$ cat src/rtl/cpu_pkg.sv
// cpu_pkg: datapath constants and routing state type shared with demux8_route.
package cpu_pkg;
    localparam int DATA_W = 8;
    typedef enum logic {ST_EMPTY, ST_FULL} route_state_t;
endpackage

$ cat src/rtl/demux8_route_demux2.sv
// demux2: 1-bit 1-to-2 combinational steer; the unselected output drives 0.
module demux2 (
    input  logic d,
    input  logic sel,
    output logic y0,
    output logic y1
);
    assign y0 = sel ? 1'b0 : d;
    assign y1 = sel ? d : 1'b0;
endmodule

$ cat src/rtl/demux8_route.sv
// demux8_route: registered 1-to-N byte demux with valid/ready on every port.
// Define DEMUX8_ROUTE_BROADCAST_EN to add the in_bcast all-lanes delivery mode.
module demux8_route
    import cpu_pkg::*;
#(
    parameter int WIDTH = DATA_W,
    parameter int N_OUT = 2,
    localparam int SEL_W = $clog2(N_OUT)
) (
    input  logic                   clk,
    input  logic                   rst,
    input  logic [WIDTH-1:0]       in_data,
    input  logic [SEL_W-1:0]       in_sel,
`ifdef DEMUX8_ROUTE_BROADCAST_EN
    input  logic                   in_bcast,
`endif
    input  logic                   in_valid,
    output logic                   in_ready,
    output logic [N_OUT*WIDTH-1:0] out_data,
    output logic [N_OUT-1:0]       out_valid,
    input  logic [N_OUT-1:0]       out_ready,
    output logic                   err_drop
);
    localparam int LEAVES = 1 << SEL_W;
    route_state_t state_q, state_d;
    logic [WIDTH-1:0] hold_data_q, hold_data_d;
    logic [SEL_W-1:0] hold_sel_q, hold_sel_d;
    logic err_drop_q, err_drop_d;
    logic [N_OUT-1:0] pending, pend_left;
    logic full, bcast, accept, bad_sel;
    logic [WIDTH-1:0] root;
    logic [LEAVES*WIDTH-1:0] leaves;
`ifdef DEMUX8_ROUTE_BROADCAST_EN
    logic bcast_q, bcast_d;
    logic [N_OUT-1:0] pend_q, pend_d, in_onehot;
    assign bcast = in_bcast;
    assign in_onehot = N_OUT'(1) << in_sel;
    assign pending = full ? pend_q : '0;
`else
    assign bcast = 1'b0;
    assign pending = full ? (N_OUT'(1) << hold_sel_q) : '0;
`endif
    assign full = (state_q == ST_FULL);
    // lanes still owed the held byte after this cycle's readies
    assign pend_left = pending & ~out_ready;
    assign in_ready = !full || (pend_left == '0);
    assign accept = in_valid && in_ready;
    assign bad_sel = accept && !bcast && ({1'b0, in_sel} >= (SEL_W+1)'(N_OUT));
    assign out_valid = pending;
    assign err_drop = err_drop_q;
    assign root = full ? hold_data_q : '0;
    always_comb begin
        state_d = state_q;
        hold_data_d = hold_data_q;
        hold_sel_d = hold_sel_q;
        err_drop_d = bad_sel;
`ifdef DEMUX8_ROUTE_BROADCAST_EN
        bcast_d = bcast_q;
        pend_d = pend_left;
`endif
        if (accept && !bad_sel) begin
            state_d = ST_FULL;
            hold_data_d = in_data;
            hold_sel_d = in_sel;
`ifdef DEMUX8_ROUTE_BROADCAST_EN
            bcast_d = bcast;
            pend_d = bcast ? '1 : in_onehot;
`endif
        end else if (pend_left == '0) begin
            state_d = ST_EMPTY;
        end
    end
    always_ff @(posedge clk) begin
        if (rst) begin
            state_q <= ST_EMPTY;
            hold_data_q <= '0;
            hold_sel_q <= '0;
            err_drop_q <= 1'b0;
`ifdef DEMUX8_ROUTE_BROADCAST_EN
            bcast_q <= 1'b0;
            pend_q <= '0;
`endif
        end else begin
            state_q <= state_d;
            hold_data_q <= hold_data_d;
            hold_sel_q <= hold_sel_d;
            err_drop_q <= err_drop_d;
`ifdef DEMUX8_ROUTE_BROADCAST_EN
            bcast_q <= bcast_d;
            pend_q <= pend_d;
`endif
        end
    end
    // binary steer tree: level l splits on select bit SEL_W-l, MSB first
    for (genvar l = 0; l <= SEL_W; l++) begin : g_lvl
        logic [(1<<l)*WIDTH-1:0] v;
        if (l == 0) begin : g_root
            assign v = root;
        end else begin : g_split
            for (genvar n = 0; n < (1 << (l-1)); n++) begin : g_node
                for (genvar b = 0; b < WIDTH; b++) begin : g_bit
                    demux2 u_demux2 (
                        .d  (g_lvl[l-1].v[n*WIDTH+b]),
                        .sel(hold_sel_q[SEL_W-l]),
                        .y0 (v[2*n*WIDTH+b]),
                        .y1 (v[(2*n+1)*WIDTH+b])
                    );
                end
            end
        end
    end
    assign leaves = g_lvl[SEL_W].v;
`ifdef DEMUX8_ROUTE_BROADCAST_EN
    always_comb begin
        out_data = '0;
        for (int k = 0; k < N_OUT; k++)
            out_data[k*WIDTH +: WIDTH] = bcast_q ? root : leaves[k*WIDTH +: WIDTH];
    end
`else
    assign out_data = leaves[N_OUT*WIDTH-1:0];
`endif
endmodule

$ cat config.mk
export PLATFORM = sky130hd
export DESIGN_NAME = demux8_route
export DESIGN_NICKNAME = d
export VERILOG_FILES = /design/src/rtl/cpu_pkg.sv /design/src/rtl/demux8_route_demux2.sv /design/src/rtl/demux8_route.sv
export SDC_FILE = /design/constraint.sdc
export NUM_CORES = 1
export LEC_CHECK = 0
export ABC_AREA = 1
export BUFFER_PORTS_ARGS = -buffer_cell sky130_fd_sc_hd__buf_2
export CAP_MARGIN = 20
export CORE_MARGIN = 2
export CORE_UTILIZATION = 48
export DETAILED_ROUTE_END_ITERATION = 10
export HOLD_SLACK_MARGIN = 0.12
export PLACE_DENSITY = 0.79
export SYNTH_ARGS = -nofsm -noshare
export SYNTH_HDL_FRONTEND = slang
export SYNTH_SLANG_ARGS = --single-unit
$ cat constraint.sdc
create_clock -name clk -period 2.1 [get_ports clk]
set_input_delay 0.315 -clock clk [delete_from_list [all_inputs] [get_ports clk]]
set_output_delay 0.315 -clock clk [all_outputs]
set_load 0.01 [all_outputs]
==> summary.txt, run 1 <==
Run status
  • Outcome: completed

Power
  • Leak pwr: between 0.5 and 0.6 nW
  • Worst VDD drop: between 0.5 and 0.6 mV
  • Tot Pwr: 0.000494 W
  • Pwr dens: about 620 nW/µm²

Worst setup path
  • Crit path max fanout: 11
  • Flop2flop setup slack: 770 ps
  • Slowest Stage Delay on Critical Path: roughly 380 ps
  • Crit-path cells: nand3_1 -> nand2_1 -> inv_1 -> buf_2
  • Worst setup EP type: primary output
  • R2r endpoint: hold_data_q[0]
  • Path depth of the worst reg2reg path: 6
  • Crit-path leading delay family: simple AND/OR/NAND/NOR gates
  • Bufs and invs on worst path: 2
  • Worst r2r src: hold_sel_q
  • Req. time, crit path: between 1500 and 2000 ps
  • Crit Path Category: flop to primary output
  • WP data arrival: ~1400 ps
  • Startpoint Class: flop
  • CP max stage cell: dfxtp_1

CTS
  • Clock latency on the worst-skew pair: ~270 ps
  • Num CTS Buffers: 3
  • Post-CTS Resized: 0
  • Post-CTS Setup Bufs: 0
  • TritonCTS clock tree: done
  • Clk slew on worst S/H paths: 70 ps
  • Clock sink count: 10
  • Longest Clk Path Bufs: 2
  • Post-CTS Hold Fix Bufs: 0
  • Root buf cell: clkbuf_4
  • H-tree depth: 1

Global routing
  • Initial antenna violation count: 0
  • GRT overflow: 0
  • Pin count of the biggest net entering global routing: 12
  • First-pass GRT wire length: about 2200 µm
  • GRT Util Overall: 0.163
  • Number of global-route vias before repair: roughly 530

Synth
  • Synth top area cells: dfxtp_1 (27%), buf_4 (19%), inv_1 (16%)
  • Largest area contributor in the netlist: dfxtp_1
  • Share of the synthesized area in the top cell type: 0.275
  • Cell Area, Synth: 728 µm²
  • Yosys warns: 0
  • Sequential-to-total area share from yosys stat: 0.275
  • Synth Area per Inst: between 5 and 6 µm²
  • Mapped Cells: 123
  • Syn nets: roughly 140
  • Number of distinct library cells after synthesis: 14
  • Register bit total from synthesis: 10

Floorplanning
  • Initial Utilization: 0.495
  • Row count: 14
  • I/O pin count: 34
  • Die Wd: around 43 µm
  • Die area: ~1800 µm²
  • Die Ht: roughly 43 µm
  • Core Region: between 1000 and 1500 µm²

Drt
  • First-pass DRT Iterations: 4
  • ANT nets after route: 0
  • Vias post-DR: 675
  • Total routed wirelength: between 1000 and 1500 µm
  • Via/cell ratio: 4.35
  • WL/cell: between 8 and 9 µm
  • Starting DRT DRC Count: 21
  • DRC violations left: 0

Placement
  • IO Port Bufs: 32
  • Post-DP HPWL: between 1000 and 1500 µm
  • Placed insts: 151
  • DP Worst Slack: 645 ps
  • GP Congestion: around 0.74

Hold path
  • Worst min-delay path class: input pin to flop
  • WHS Path Cells: 5
  • Min-delay src: in_sel
  • Hold endpoint: hold_sel_q

Timing
  • Tmin final: 1680 ps
  • Setup ws final: ~420 ps
  • Fmax: about 600 MHz
  • Hold Vio Cnt, Final: 0
  • Setup TNS: 0 ps
  • Max Slew Vio Count: 0
  • Clock Skew: approximately 4.4 ps
  • Final critical-path share of the clock period: 0.798
  • Unrepaired setup endpoints after global routing: false
  • Final setup fails: 0

Final layout
  • Share of layout cells above drive strength 1: 0.266
  • ANT cells: 0
  • Area growth from synthesis to layout: 9.97%
  • Nets: 154
  • Post-route insts no fill: around 160

Run
  • Maxcap violations: 0
[synthesized netlist by cell type (all sizes together)]
master,number
nor2,25
nand4,9
buf,19
nand2,21
conb,1
dfxtp,10
clkbuf,1
o21ai,1
inv,32
nand3b,1
clkinv,1
nand3,2
[cells by family (layout without fill, tap and decap cells)]
| logic type | after synthesis | after routing | synth area share |
|---|---|---|---|
| other | 1 | 1 | 0.00515 |
| flip-flops | 10 | 10 | 0.275 |
| AO/OA/AOI/OAI | 1 | 1 | 0.00687 |
| AND/OR/NAND/NOR | 58 | 58 | 0.345 |
| buffers and inverters | 53 | 69 | 0.368 |
[per-layer routing]
metal	global-route usage	vias up	part of all wire
met4	0.0545	0	0.017
met1	0.186	284	0.42
met3	0.0553	4	0.068
met2	0.282	20	0.49
li1	-	367	-
met5	0	-	0
[state kept, by name, summed over array words and instances (netlist names)]
| register | flops |
|---|---|
| hold_data_q | 8 |
| full | 1 |
| hold_sel_q | 1 |
[stage by stage]
step / cell area, µm² / utilization / hold slack [ps]
after floorplan: 728 / - / 512
after global placement: 764 / 0.520 / 526
after detailed placement: 764 / 0.520 / 535
after CTS: 801 / 0.544 / 376
after global routing: 801 / 0.544 / 396
final: 801 / 0.544 / 368
[placed cells by master, fill, tap and decap left out]
master and n:
nand3b_1 1, nor2_1 25, o21ai_1 1, clkbuf_8 1
inv_1 32, buf_2 32, clkinv_1 1, nand3_1 1
nand3_2 1, nand2_1 21, clkbuf_4 3, dfxtp_1 10
conb_1 1, nand4_1 9
[layout make-up]
type / count / area, µm²
fillers: 159 / 671
multi-input cells: 60 / 260
clock buffers: 4 / 36.3
well taps: 16 / 20.0
inverters: 33 / 124
repair buffers: 32 / 160
flip-flops and latches: 10 / 200
[power breakdown]
group | internal [W] | switching (W) | total (W)
registers | 0.000205 | 0.00000560 | 0.000211
clock network | 0.000106 | 0.0000733 | 0.000179
logic | 0.0000392 | 0.0000651 | 0.000104
[worst max path at each step]
stage / depth (start not counted) / slack (ps) / end / startpoint
2_1_floorplan: 5 / 990 / in_ready / hold_sel_q
3_3_place_gp: 5 / 690 / in_ready / out_ready[0]
3_5_place_dp: 5 / 640 / in_ready / out_ready[0]
4_1_cts: 5 / 420 / in_ready / hold_sel_q
5_1_grt: 5 / 260 / in_ready / hold_sel_q
6_report: 4 / 420 / in_ready / full
[worst reg2reg max path, cell delays in order, from the launching register on]
cell and delay, ps:
dfxtp_1 350, inv_1 80, nand3b_1 310, nand3_2 260, nand2_1 120, inv_1 40, nor2_1 100
(Power assumes the default switching activity.)
==> run 2: changes to the inputs <==
--- a/config.mk
+++ b/config.mk
@@ -5,14 +5,14 @@
 export SDC_FILE = /design/constraint.sdc
 export NUM_CORES = 1
 export LEC_CHECK = 0
-export ABC_AREA = 1
+export ABC_AREA = 0
 export BUFFER_PORTS_ARGS = -buffer_cell sky130_fd_sc_hd__buf_2
 export CAP_MARGIN = 20
 export CORE_MARGIN = 2
-export CORE_UTILIZATION = 48
+export CORE_UTILIZATION = 47
 export DETAILED_ROUTE_END_ITERATION = 10
 export HOLD_SLACK_MARGIN = 0.12
-export PLACE_DENSITY = 0.79
+export PLACE_DENSITY = 0.75
 export SYNTH_ARGS = -nofsm -noshare
 export SYNTH_HDL_FRONTEND = slang
 export SYNTH_SLANG_ARGS = --single-unit
==> constraint.sdc (replaced) <==
create_clock -name clk -period 1.7 [get_ports clk]
set_input_delay 0.255 -clock clk [delete_from_list [all_inputs] [get_ports clk]]
set_output_delay 0.255 -clock clk [all_outputs]
set_load 0.01 [all_outputs]
==> run 2 against run 1 <==
Against the previous run: clock power fell by 8%; sequential cell count did not move; non-clock buffer count rose by 4; sequential power rose by 32%; sequential share of layout area fell by 3.3 points; final area rose by 15%; wire length rose by 31%; utilization fell by 0.87 points; clock skew fell by 2.6 ps; count of clock-buffer cells in the layout fell by 1; synthesized cell count fell by 12%; highest routed layer unchanged; register-to-register slack got worse by 370 ps.
==> summary.txt, run 2 <==
Final layout
  • Most frequent cells in the layout: buf_2 (32), and3_1 (16), dfxtp_1 (10)
  • Area growth from synthesis to layout: 8.20%
  • ANT cells: 0
  • Commonest non-fill, non-tap cell in the layout: buf_2
  • Nets: 136
  • Max FFs per register: 8
  • Share of layout cells above drive strength 1: 0.333
  • Top reg by flops: hold_data_q

Synth
  • Sequential-to-total area share from yosys stat: 0.234
  • Cell Area, Synth: 855 µm²
  • Synth top area cells: dfxtp_1 (23%), buf_4 (15%), and3_1 (12%)
  • Post-synth top cells: buf_4 (17), and3_1 (16), dfxtp_1 (10)
  • Synth Area per Inst: slightly below 8 µm²
  • Largest area contributor in the netlist: dfxtp_1
  • Register bit total from synthesis: 10
  • FFs w/ async S/R, synth: 0
  • Syn nets: ~120
  • Synth Flop Type: dfxtp_1
  • Most common cell in the netlist: buf_4
  • Mapped Cells: roughly 110
  • Share of the synthesized area in the top cell type: 0.234
  • Yosys warns: 0
  • Number of distinct library cells after synthesis: 21
  • Post-synth EDFFs: 0

Drt
  • Vias post-DR: 817
  • Total routed wirelength: between 1500 and 2000 µm
  • Starting DRT DRC Count: 20
  • Via/cell ratio: approximately 5.6
  • WL/cell: around 13 µm
  • First-pass DRT Iterations: 4
  • DRC violations left: 0
  • ANT nets after route: 0

CTS
  • Post-CTS Resized: 0
  • H-tree depth: 1
  • Post-CTS Hold Fix Bufs: 0
  • Longest Clk Path Bufs: 2
  • Clock latency on the worst-skew pair: 270 ps
  • Num CTS Buffers: 3
  • Clk slew on worst S/H paths: roughly 70 ps
  • Root buf cell: clkbuf_4
  • TritonCTS clock tree: done
  • Post-CTS Setup Bufs: 0
  • Clock sink count: 10

Worst setup path
  • Crit-path leading delay family: buffers and inverters
  • Req. time, crit path: about 1400 ps
  • CP max stage cell: dfxtp_1
  • Bufs and invs on worst path: 3
  • Slowest Stage Delay on Critical Path: around 330 ps
  • WP data arrival: 1280 ps
  • Crit path max fanout: 11
  • Worst setup EP type: primary output
  • Startpoint Class: flop
  • CP Launch Point: hold_sel_q
  • Worst r2r src: full
  • Crit Path Category: flop to primary output
  • Crit-path cells: buf_4 -> inv_1 -> and3_1 -> buf_2

Placement
  • IO Port Bufs: 32
  • GP Congestion: around 0.75
  • Post-DP HPWL: 1370 µm

Power
  • Leak pwr: slightly below 0.5 nW
  • Tot Pwr: 0.000581 W
  • Pwr dens: about 630 nW/µm²
  • Worst VDD drop: approximately 0.40 mV

Timing
  • Tmin final: 1540 ps
  • Max Slew Vio Count: 0
  • Hold Vio Cnt, Final: 0
  • Clock Skew: ~1.8 ps
  • Setup TNS: 0 ps
  • Fmax: around 650 MHz
  • Unrepaired setup endpoints after global routing: false
  • Final critical-path share of the clock period: 0.904
  • Final setup fails: 0

Floorplanning
  • Die Ht: approximately 47 µm
  • Die area: around 2200 µm²
  • Row count: 15
  • Die Wd: ~47 µm
  • I/O pin count: 34
  • Initial Utilization: 0.495
  • Core Region: between 1500 and 2000 µm²

Hold path
  • Worst min-delay path class: input pin to flop
  • Min-delay src: in_data[7]

Run status
  • Outcome: completed

Global routing
  • First-pass GRT wire length: between 2000 and 3000 µm
  • Number of global-route vias before repair: between 500 and 600
  • Initial antenna violation count: 0
  • Pin count of the biggest net entering global routing: 28
  • GRT overflow: 0
  • GRT Util Overall: 0.172

Run
  • Maxcap violations: 0
## run 2: cell types whose count changed in the layout (fill, tap and decap cells not counted), sizes merged, moves of 2 or more
cell    previous run  this run
buf               32        36
nand3              2         8
a31oi              0         8
nand4b             0         8
or4b               0         8
nor2b              0         2
nand4              9         0
inv               32         4
nand2             21         1
nor2              25         2
and3               0        16
nor3b              0         8
## run 2: stage by stage
stage          cells  area [µm²]  worst slack (ps)  utilization  hold WS, ps
6_report         145         925               164        0.536          246
5_1_grt          145         925              90.7        0.536          259
4_1_cts          145         925               164        0.536          248
3_5_place_dp     142         902               401        0.522          521
3_3_place_gp     142         902               424        0.522          514
2_1_floorplan    108         855               406            -          406
## run 2: worst min-delay path, stage by stage
cell and delay [ps]:
buf_2 80, a31oi_1 60, nand3_1 80
## run 2: final timing paths
| path | endpoint | slack, ps | cells after the start |
|---|---|---|---|
| max | out_data[2] | 160 | 4 |
| min reg2reg | hold_data_q[3] | 540 | 2 |
| min | hold_data_q[7] | 250 | 3 |
| max reg2reg | hold_sel_q | 400 | 4 |
## run 2: cell type report
| cell class | instances | area, µm² |
|---|---|---|
| Fill cell | 175 | 802 |
| Clock buffer | 3 | 22.5 |
| Tap cell | 25 | 31.3 |
| Sequential cell | 10 | 200 |
| Multi-Input combinational cell | 67 | 465 |
| Timing Repair Buffer | 36 | 190 |
| Inverter | 4 | 15.0 |
## run 2: where the power goes
group | internal [W] | switching (W) | total [W]
Sequential | 0.000257 | 0.0000220 | 0.000279
Clock | 0.0000819 | 0.0000835 | 0.000165
Combinational | 0.0000628 | 0.0000746 | 0.000137
## run 2: kinds of logic after synthesis
logic type | Yosys count | synth area share
buf+inv | 31 | 0.221
flops | 10 | 0.234
other cells | 1 | 0.00439
compound gates | 12 | 0.0864
simple gates | 53 | 0.438
mux | 1 | 0.0161
## run 2: layer usage
metal,part of all wire,GRT usage
met4,0.0093,0.0667
met5,0,0
met2,0.44,0.250
met1,0.48,0.253
met3,0.065,0.0235
==> run 3: changes to the inputs <==
--- a/config.mk
+++ b/config.mk
@@ -11,6 +11,7 @@
 export CORE_MARGIN = 2
 export CORE_UTILIZATION = 47
 export DETAILED_ROUTE_END_ITERATION = 10
+export GPL_TIMING_DRIVEN = 0
 export HOLD_SLACK_MARGIN = 0.12
 export PLACE_DENSITY = 0.75
 export SYNTH_ARGS = -nofsm -noshare
==> run 3 against run 2 <==
Against the previous run: clock skew is 0.76 ps lower; first-iteration DRC count up 45%; final cell count is 16% higher; setup slack worse by 92 ps; utilization up 9.3 points; clock power about the same; worst hold slack lost 11 ps; non-clock buffer count rose by 23; register-to-register slack worse by 50 ps; sequential cell count did not move; largest cell class unchanged.
==> summary.txt, run 3 (synthesis gave the netlist of run 2 again) <==
Timing
  • Final critical-path share of the clock period: 0.958
  • Tmin final: 1630 ps
  • Hold Vio Cnt, Final: 0
  • Fmax: just over 600 MHz
  • Final setup fails: 0
  • Clock Skew: 1.08 ps
  • Setup ws final: about 72 ps
  • Max Slew Vio Count: 0

Global routing
  • First-pass GRT wire length: between 3000 and 4000 µm
  • Pin count of the biggest net entering global routing: 11
  • GRT Util Overall: 0.241
  • Initial antenna violation count: 0
  • Number of global-route vias before repair: 758
  • GRT overflow: 0

Floorplanning
  • Die Ht: 46.6 µm
  • Row count: 15
  • Die Wd: 46.6 µm
  • Core Region: 1730 µm²
  • Initial Utilization: 0.495
  • Die area: approximately 2200 µm²
  • I/O pin count: 34

Drt
  • Vias post-DR: roughly 940
  • First-pass DRT Iterations: 4
  • Starting DRT DRC Count: 29
  • Via/cell ratio: ~5.6
  • Total routed wirelength: between 2000 and 2500 µm
  • ANT nets after route: 0
  • WL/cell: approximately 14 µm
  • DRC violations left: 0

CTS
  • H-tree depth: 1
  • Clk slew on worst S/H paths: around 70 ps
  • Clock sink count: 10
  • Longest Clk Path Bufs: 2
  • Num CTS Buffers: 3
  • Root buf cell: clkbuf_4
  • TritonCTS clock tree: done
  • Clock latency on the worst-skew pair: 270 ps

Final layout
  • Area occupied by multi-input gates: about 470 µm²
  • Area growth from synthesis to layout: 27.1%
  • Nets: roughly 160
  • # fillers: roughly 190
  • Final core occ: 0.629
  • Top reg by flops: hold_data_q
  • ANT cells: 0
  • Max FFs per register: 8
  • Post-route insts no fill: approximately 170
  • Share of layout cells above drive strength 1: 0.420
  • Most frequent cells in the layout: buf_2 (33), buf_4 (18), and3_1 (16)
  • Commonest non-fill, non-tap cell in the layout: buf_2
  • Reg area: just over 200 µm²

Worst setup path
  • Worst r2r src: hold_sel_q
  • Crit path max fanout: 10
  • R2r endpoint: hold_data_q[1]
  • Flop2flop setup slack: between 300 and 400 ps
  • Crit Path Category: flop to primary output
  • Req. time, crit path: 1440 ps
  • CP max stage cell: dfxtp_1
  • WP data arrival: ~1400 ps
  • CP Launch Point: hold_sel_q
  • Startpoint Class: flop
  • Slowest Stage Delay on Critical Path: approximately 430 ps
  • Path depth of the worst reg2reg path: 4
  • Worst setup EP type: primary output
  • CP Capture Point: in_ready
  • Crit-path cells: mux2i_4 -> buf_6 -> nand2_1 -> buf_2

Placement
  • IO Port Bufs: 32
  • GP Congestion: 0.772
  • DP Worst Slack: approximately 76 ps
  • Post-DP HPWL: around 1600 µm
  • Placed insts: approximately 170

Power
  • Leak pwr: approximately 0.59 nW
  • Pwr dens: approximately 570 nW/µm²
  • Worst VDD drop: slightly below 0.4 mV

Run
  • Maxcap violations: 0

Run status
  • Outcome: completed

Hold path
  • Worst min-delay path class: input pin to flop
-- run 3: cell types whose count changed in the layout (fill, tap and decap cells not counted), sizes merged --
cell	before	now
buf	36	53
clkbuf	3	9
-- run 3: how the worst min path moves through the flow --
stage,start,endpoint,slack (ps),depth (start not counted)
2_1_floorplan,in_sel,hold_sel_q,410,2
3_3_place_gp,in_data[0],hold_data_q[0],510,3
3_5_place_dp,in_data[7],hold_data_q[7],520,3
4_1_cts,in_data[7],hold_data_q[7],240,3
5_1_grt,in_data[7],hold_data_q[7],240,3
6_report,in_data[0],hold_data_q[0],240,3
-- run 3: layer usage --
layer  GRT usage  vias up  wire [µm]  share of wire
met5           0        -          0              0
met4       0.111        0         53          0.023
met3      0.0667        7        129          0.057
met2       0.375       42       1090           0.48
met1       0.307      434       1000           0.44
li1            -      452          -              -
-- run 3: area by class of cell --
class	count	area share
timing repair buffer	33	0.154
sequential	10	0.185
inverter	4	0.0138
clock buffer	3	0.0207
multi-input combinational	67	0.437
tap	25	0.0288
buffer	26	0.160
-- run 3: through the flow --
step / setup TNS (ps) / power [W] / hold slack [ps] / cell area (µm²)
final: 0 / 0.000616 / 236 / 1090
after global routing: -1.94 / 0.000652 / 241 / 1090
after CTS: 0 / 0.000608 / 242 / 1080
after detailed placement: 0 / 0.000442 / 518 / 1050
after global placement: 0 / 0.000436 / 509 / 1050
after floorplan: 0 / 0.000382 / 406 / 855
-- run 3: timing repair --
| item | in CTS | in global routing |
|---|---|---|
| endpoints found under the setup margin | 17 | 18 |
| cloned | 0 | 0 |
| buffers inserted | 1 | 0 |
| resized for setup | 2 | 4 |
| hold buffers | 0 | 0 |
| endpoints found under the hold margin | 0 | 0 |
-- run 3: power breakdown --
group / switching [W] / internal, W / total, W
combinational: 0.0000853 / 0.0000801 / 0.000165
sequential: 0.0000252 / 0.000257 / 0.000282
clock: 0.0000862 / 0.0000821 / 0.000168
-- run 3: critical path: cells and delay by family (launching register included) --
kind	cells	cell delay, ps
muxes	1	290
buffers and inverters	2	310
and+or+nand+nor	1	70
DFF	1	430
